[src/rtl/prog_loader_if.sv]
// ---------------------------------------------------------------------------
// prog_loader_if
//
// Bundles the front-panel control pulses, the instruction-memory write/read
// port and the loader status outputs into one interface.
//
// Control pulses (Start, Strobe, Finish) are single-cycle, single-shot
// requests. There is no ready or back-pressure path. The loader samples a
// pulse on the clock edge and acts on it only if its current state accepts
// it. A pulse that arrives in a state that does not accept it is discarded,
// not queued. Busy=1 marks the cycles in which Strobe and Finish are
// discarded.
//
// Modports
//   master : front panel / memory side (drives the pulses, DataIn and
//            Mem_RdData; observes everything else)
//   slave  : the loader itself
//
// Signals
//   Start, Strobe, Finish : one-cycle control pulses
//   DataIn                : word keyed in on the switches
//   Mem_RdData            : memory read data, one cycle after Mem_Addr
//   Mem_Addr              : memory address
//   Mem_WrData            : memory write data
//   Mem_WrEn              : write enable, one cycle per word
//   ProcHold              : hold the processor in reset
//   Count                 : words written this session
//   Busy, Done, Error     : loader status
// ---------------------------------------------------------------------------
interface prog_loader_if #(
    parameter int ADDR_W = 8,
    parameter int DATA_W = 16
);
    logic              Start;
    logic              Strobe;
    logic              Finish;
    logic [DATA_W-1:0] DataIn;
    logic [DATA_W-1:0] Mem_RdData;
    logic [ADDR_W-1:0] Mem_Addr;
    logic [DATA_W-1:0] Mem_WrData;
    logic              Mem_WrEn;
    logic              ProcHold;
    logic [ADDR_W:0]   Count;
    logic              Busy;
    logic              Done;
    logic              Error;

    modport master (
        output Start, Strobe, Finish, DataIn, Mem_RdData,
        input  Mem_Addr, Mem_WrData, Mem_WrEn, ProcHold, Count, Busy, Done, Error
    );

    modport slave (
        input  Start, Strobe, Finish, DataIn, Mem_RdData,
        output Mem_Addr, Mem_WrData, Mem_WrEn, ProcHold, Count, Busy, Done, Error
    );
endinterface

[src/rtl/prog_loader.sv]
// ---------------------------------------------------------------------------
// prog_loader
//
// Front-panel program loader. Each accepted Strobe writes the switch word
// DataIn into the next instruction-memory address, starting at 0. The
// processor is held in reset while a session is in progress.
//
// Optional feature macro: LOADER_VERIFY_EN
//   defined   : every write is read back and compared. A mismatch stops the
//               session in ERR with Error=1.
//   undefined : WRITE returns straight to WAIT, Error is tied low and
//               Mem_RdData is ignored.
//
// Ports
//   Clk       : system clock
//   Reset     : synchronous, active-high reset
//   bus       : prog_loader_if.slave (control pulses, memory port, status)
//   dbg_state : current FSM state, for observation only
//
// All outputs come straight from flops. The flags are loaded from the
// next-state value, so they change on the same edge as the state register.
// ---------------------------------------------------------------------------
module prog_loader #(
    parameter int ADDR_W = 8,
    parameter int DATA_W = 16,
    parameter int DEPTH  = 256
) (
    input  logic         Clk,
    input  logic         Reset,
    prog_loader_if.slave bus,
    output logic [2:0]   dbg_state
);
    typedef enum logic [2:0] {
        IDLE  = 3'd0,
        WAIT  = 3'd1,
        WRITE = 3'd2,
        VRD   = 3'd3,
        VCMP  = 3'd4,
        DONE  = 3'd5,
        ERR   = 3'd6
    } state_t;

    localparam logic [ADDR_W:0] DEPTH_C = (ADDR_W+1)'(DEPTH);

    state_t            state_q, next_state;
    logic [ADDR_W:0]   count_q;         // doubles as the write pointer
    logic [ADDR_W-1:0] addr_q;
    logic [DATA_W-1:0] wr_data_q;
    logic              wr_en_q, hold_q, busy_q, done_q;
    logic              start_session;   // clear pointer/count for a new session
    logic              accept_strobe;   // latch DataIn and the target address
    logic              advance;         // word committed: bump pointer/count

    always_comb begin
        next_state    = state_q;
        start_session = 1'b0;
        accept_strobe = 1'b0;
        advance       = 1'b0;
        case (state_q)
            IDLE: begin
                if (bus.Start) begin
                    next_state    = WAIT;
                    start_session = 1'b1;
                end
            end
            WAIT: begin
                // A full memory ends the session by itself. Finish beats
                // a simultaneous Strobe.
                if (count_q == DEPTH_C || bus.Finish) begin
                    next_state = DONE;
                end else if (bus.Strobe) begin
                    next_state    = WRITE;
                    accept_strobe = 1'b1;
                end
            end
            WRITE: begin
`ifdef LOADER_VERIFY_EN
                next_state = VRD;
`else
                next_state = WAIT;
                advance    = 1'b1;
`endif
            end
            VRD: next_state = VCMP;
            VCMP: begin
`ifdef LOADER_VERIFY_EN
                if (bus.Mem_RdData == wr_data_q) begin
                    next_state = WAIT;
                    advance    = 1'b1;
                end else begin
                    next_state = ERR;
                end
`else
                next_state = WAIT;
`endif
            end
            DONE: begin
                if (bus.Start) begin
                    next_state    = WAIT;
                    start_session = 1'b1;
                end
            end
            ERR: begin
                if (bus.Start) begin
                    next_state    = WAIT;
                    start_session = 1'b1;
                end else if (bus.Finish) begin
                    next_state = IDLE;
                end
            end
            default: next_state = IDLE;
        endcase
    end

    always_ff @(posedge Clk) begin
        if (Reset) begin
            state_q   <= IDLE;
            count_q   <= '0;
            addr_q    <= '0;
            wr_data_q <= '0;
            wr_en_q   <= 1'b0;
            hold_q    <= 1'b0;
            busy_q    <= 1'b0;
            done_q    <= 1'b0;
        end else begin
            state_q <= next_state;
            if (start_session) begin
                count_q <= '0;
                addr_q  <= '0;
            end else if (advance && count_q != DEPTH_C) begin
                count_q <= count_q + (ADDR_W+1)'(1);
            end
            // Mem_Addr is captured here and held through VRD/VCMP, so an
            // ERR leaves it on the failing address.
            if (accept_strobe) begin
                wr_data_q <= bus.DataIn;
                addr_q    <= count_q[ADDR_W-1:0];
            end
            wr_en_q <= (next_state == WRITE);
            busy_q  <= (next_state == WRITE) || (next_state == VRD) ||
                       (next_state == VCMP);
            hold_q  <= (next_state == WAIT) || (next_state == WRITE) ||
                       (next_state == VRD)  || (next_state == VCMP)  ||
                       (next_state == ERR);
            done_q  <= (next_state == DONE);
        end
    end

`ifdef LOADER_VERIFY_EN
    logic error_q;
    always_ff @(posedge Clk) begin
        if (Reset) begin
            error_q <= 1'b0;
        end else begin
            error_q <= (next_state == ERR);
        end
    end
    assign bus.Error = error_q;
`else
    logic unused_rd;
    assign unused_rd = ^bus.Mem_RdData;
    assign bus.Error = 1'b0;
`endif

    assign bus.Mem_Addr   = addr_q;
    assign bus.Mem_WrData = wr_data_q;
    assign bus.Mem_WrEn   = wr_en_q;
    assign bus.ProcHold   = hold_q;
    assign bus.Count      = count_q;
    assign bus.Busy       = busy_q;
    assign bus.Done       = done_q;
    assign dbg_state      = state_q;
endmodule

[src/flat_wrapper.sv]
// flat-port wrapper written by rule: the top's interface ports become plain ports
module prog_loader_flat 
#(
    parameter int ADDR_W = 8,
    parameter int DATA_W = 16,
    parameter int DEPTH  = 256
)
  (Clk, Reset, dbg_state, bus_Start, bus_Strobe, bus_Finish, bus_DataIn, bus_Mem_RdData, bus_Mem_Addr, bus_Mem_WrData, bus_Mem_WrEn, bus_ProcHold, bus_Count, bus_Busy, bus_Done, bus_Error);
  prog_loader_if #(.ADDR_W(ADDR_W), .DATA_W(DATA_W)) bus_i ();
  input  logic Clk;
  input  logic Reset;
  output logic [2:0] dbg_state;
  input wire logic [$bits(bus_i.Start)-1:0] bus_Start;
  input wire logic [$bits(bus_i.Strobe)-1:0] bus_Strobe;
  input wire logic [$bits(bus_i.Finish)-1:0] bus_Finish;
  input wire logic [$bits(bus_i.DataIn)-1:0] bus_DataIn;
  input wire logic [$bits(bus_i.Mem_RdData)-1:0] bus_Mem_RdData;
  output wire logic [$bits(bus_i.Mem_Addr)-1:0] bus_Mem_Addr;
  output wire logic [$bits(bus_i.Mem_WrData)-1:0] bus_Mem_WrData;
  output wire logic [$bits(bus_i.Mem_WrEn)-1:0] bus_Mem_WrEn;
  output wire logic [$bits(bus_i.ProcHold)-1:0] bus_ProcHold;
  output wire logic [$bits(bus_i.Count)-1:0] bus_Count;
  output wire logic [$bits(bus_i.Busy)-1:0] bus_Busy;
  output wire logic [$bits(bus_i.Done)-1:0] bus_Done;
  output wire logic [$bits(bus_i.Error)-1:0] bus_Error;
  assign bus_i.Start = bus_Start;
  assign bus_i.Strobe = bus_Strobe;
  assign bus_i.Finish = bus_Finish;
  assign bus_i.DataIn = bus_DataIn;
  assign bus_i.Mem_RdData = bus_Mem_RdData;
  assign bus_Mem_Addr = bus_i.Mem_Addr;
  assign bus_Mem_WrData = bus_i.Mem_WrData;
  assign bus_Mem_WrEn = bus_i.Mem_WrEn;
  assign bus_ProcHold = bus_i.ProcHold;
  assign bus_Count = bus_i.Count;
  assign bus_Busy = bus_i.Busy;
  assign bus_Done = bus_i.Done;
  assign bus_Error = bus_i.Error;
  prog_loader #(.ADDR_W(ADDR_W), .DATA_W(DATA_W), .DEPTH(DEPTH)) u_core (.Clk(Clk), .Reset(Reset), .bus(bus_i), .dbg_state(dbg_state));
endmodule
[config.mk]
export PLATFORM = sky130hd
export DESIGN_NAME = prog_loader_flat
export DESIGN_NICKNAME = d
export VERILOG_FILES = /design/src/rtl/prog_loader_if.sv /design/src/rtl/prog_loader.sv /design/src/flat_wrapper.sv
export SDC_FILE = /design/constraint.sdc
export NUM_CORES = 1
export LEC_CHECK = 0
export BUFFER_PORTS_ARGS = -buffer_cell sky130_fd_sc_hd__buf_2
export CELL_PAD_IN_SITES_DETAIL_PLACEMENT = 1
export CELL_PAD_IN_SITES_GLOBAL_PLACEMENT = 2
export CORE_ASPECT_RATIO = 0.9
export CORE_MARGIN = 3
export CORE_UTILIZATION = 25
export DETAILED_ROUTE_END_ITERATION = 8
export PLACE_DENSITY_LB_ADDON = 0.1
export SLEW_MARGIN = 20
export SYNTH_ARGS = -nofsm -noshare
export SYNTH_HDL_FRONTEND = slang
export SYNTH_SLANG_ARGS = --single-unit
[constraint.sdc]
create_clock -name Clk -period 1.85 [get_ports Clk]
set_input_delay 0 -clock Clk [delete_from_list [all_inputs] [get_ports Clk]]
set_output_delay 0 -clock Clk [all_outputs]
set_load 0.05 [all_outputs]
==> flow_summary.ini <==
[grt]
grt_use_total = 0.132
grt-ovfl-total = 0
grt_pass1_vias = 1778
grt_max_degree = 25
antenna_found_initial = 0
grt_pass1_wl_mm = 8.40

[clocking]
clock-root-buffer = clkbuf_8
cts_buffer_depth = 2
clock-sinks = 40
htreeDepth = 2
cts_tree = built
clock_latency_ps = 290
cts_buffers = 5
clk_pin_slew_worst_paths_ps = 80

[synthesis]
synth_top_area_frac = 0.461
yosys_register_bits = 40
syn_avg_cell_area_um2 = 8.56
syn_nets = 242
synth.largest_area_cell = dfxtp_1
seq_area_frac_synth = 0.461
yosysUniqueCellTypes = 35
yosys_warnings = 0
postSynthCellCount = 203
synthTopCellsByArea = dfxtp_1 (46%), nand2_1 (9.5%), a21oi_1 (7.5%), nor2_1 (3.7%), nand3_1 (3.5%)
netlist_area_mm2 = 0.00174

[pwr]
p_seq_frac = 0.493
power.internal_w = 0.00128
clkPwrFrac = 0.312
p_sw_w = 0.000563
combPwrFrac = 0.195
power_density_mw_per_mm2 = 731
swShare = 0.305
leakage_nw = 1.10
ir_drop_uv = 321

[timing]
rsz0062_at_grt = false
fin_crit_ps = 1730
setup_tns_ps = 0
setup_violations = 0
finalCritPeriodShare = 0.934
fmax_mhz = 579
final.setup.worst_slack_ps = 122
hold_viol_final = 0
finalMaxSlewViolations = 0
skew_ps = 15.5

[place]
post-dp-hpwl_mm = 3.66
numPortBuffers = 60
place_congestion = 0.683
postPlaceCellArea_mm2 = 0.00224
dp_cells = 358
post-place-ws_ps = 0.132

[finish]
layout_commonest_cell = buf_2
layout_common_cells = buf_2 (60), nand2_1 (44), dfxtp_1 (33)
fillers = 826
diodes = 0
syn_to_final_growth_pct = 45.3
finalNonFillerCells = 384
final_design_area_no_fill_mm2 = 0.00252
drive_gt1_frac = 0.361
fin_util = 0.379
nets = 332

[critical_path]
reg2reg_from = u_core.bus.Count[1]
crit_type = flip-flop to flip-flop
reg2reg_slack_ps = 120
cp_max_fo = 4
end_kind = flip-flop
worst_ep_arrival_time_ps = 1930
cp-start-kind = flip-flop
worstPathRequired_ps = 2050
reg2reg_to = u_core.bus.ProcHold
r2r_cells = 7

[routing]
drtPass1Iterations = 4
drc = 0
drt_iter0_drc = 36
ant_nets = 0
via_count = 1708
viasPerCell = 4.45
wl_per_cell_um = 13.4
wl_mm = 5.13

[die]
die_area_mm2 = 0.00799
rows = 28
coreArea_mm2 = 0.00666
start_util = 0.261
io_pins = 78
dieWidth_um = 93.9
fp.dieH_um = 85.1

[min_path]
hp-class = primary input to flip-flop
min_to = u_core.dbg_state[2]
min_path_cells = 2
hold_path.startpoint = Reset

[run_status]
status = complete, no violations

[flow_run]
drv_cap = 0
-- power by group through the flow --
stage / clock [W] / combinational, W / sequential, W
6_report: 0.000575 / 0.000361 / 0.000909
5_1_grt: 0.000638 / 0.000392 / 0.000915
4_1_cts: 0.000605 / 0.000361 / 0.000908
3_5_place_dp: 0 / 0.000334 / 0.000928
3_3_place_gp: 0 / 0.000331 / 0.000928
2_1_floorplan: 0 / 0.000150 / 0.00100
-- registers in the layout (all words and copies together), names as in the netlist --
signal	count
u_core.bus.Count	9
u_core.bus.Mem_WrData	16
u_core.bus.ProcHold	1
u_core.bus.Mem_WrEn	1
u_core.bus.Done	1
u_core.bus.Mem_Addr	8
u_core.bus.Busy	1
u_core.dbg_state	3
-- cells in the mapped netlist --
| library cell | n |
|---|---|
| a211oi_2 | 1 |
| buf_6 | 1 |
| a2111oi_2 | 1 |
| and2b_1 | 2 |
| xnor2_1 | 3 |
| nor3_1 | 2 |
| and4bb_2 | 1 |
| inv_1 | 4 |
| a21oi_2 | 1 |
| nand3_1 | 12 |
| dfxtp_1 | 40 |
| conb_1 | 1 |
| o21a_1 | 1 |
| and3_1 | 3 |
| a211oi_1 | 1 |
| nand2b_1 | 2 |
| ha_1 | 2 |
| o211ai_1 | 2 |
| a41oi_2 | 1 |
| nor4b_4 | 2 |
| o311ai_4 | 1 |
| o211ai_2 | 1 |
| a21oi_1 | 26 |
| nor2b_1 | 5 |
| xor2_1 | 6 |
| buf_4 | 3 |
| nand3b_1 | 1 |
| nand3_2 | 1 |
| a22oi_1 | 1 |
| nor2_1 | 17 |
| o21ai_0 | 4 |
| buf_2 | 5 |
| and3_2 | 1 |
| nand2_1 | 44 |
| clkbuf_1 | 4 |
-- logic make-up (layout without fill, tap and decap cells) --
group,count (synthesis),after routing,synth area share
buffers and inverters,17,108,0.0511
DFF,40,40,0.461
xor gates and xnor gates,9,9,0.0454
adders and majority gates,2,2,0.0144
other,1,1,0.00216
and+or+nand+nor,93,93,0.266
AOI/OAI and AO/OA,41,41,0.161
-- final cells by class --
cell class / count / area (um^2) / area share
inverters: 4 / 15.0 / 0.00595
clock buffers: 5 / 68.8 / 0.0273
clock inverters: 3 / 18.8 / 0.00743
flip-flops and latches: 40 / 815 / 0.323
multi-input cells: 146 / 868 / 0.344
well taps: 90 / 113 / 0.0446
repair buffers: 96 / 627 / 0.248
-- what timing repair did --
item / 4_1_cts / 5_1_grt
setup endpoints to repair: 1 / 27
endpoints found under the hold margin: 16 / 0
buffers inserted: 1 / 1
hold buffers: 16 / 0
gates resized for setup: 0 / 4
pin swaps: 0 / 1
-- critical path, stage by stage, from the launching register on --
cell      delay (ps)
dfxtp_4          350
inv_1             60
ha_1             170
nor4b_4          290
a21oi_4          120
o311ai_4         290
nor3_1           120
a211oi_2         230
-- worst max-delay path by stage --
stage	endpoint	depth (start not counted)	from
finish	u_core.bus.ProcHold	7	u_core.bus.Count[1]
global route	u_core.bus.ProcHold	6	u_core.dbg_state[2]
detailed placement	u_core.bus.ProcHold	7	u_core.bus.Count[1]
floorplan	u_core.bus.Count[2]	5	u_core.bus.Count[3]
CTS	u_core.bus.Mem_WrData[10]	8	u_core.bus.Count[0]
global placement	u_core.bus.ProcHold	7	u_core.bus.Count[1]
-- metal layers --
layer | track usage | share of wire | routed length [um] | vias up
met4 | 0.0315 | 0.0049 | 25 | 0
met2 | 0.224 | 0.48 | 2480 | 35
li1 | - | - | - | 854
met1 | 0.166 | 0.46 | 2370 | 817
met3 | 0.0381 | 0.049 | 253 | 2
met5 | 0 | 0 | 0 | -
-- stage by stage --
stage	hold WS, ps	power (W)
final	76.8	0.00184
after global routing	80.3	0.00194
after CTS	84.0	0.00187
after detailed placement	252	0.00126
after global placement	246	0.00126
after floorplan	136	0.00115
(Power assumes the default switching activity.)
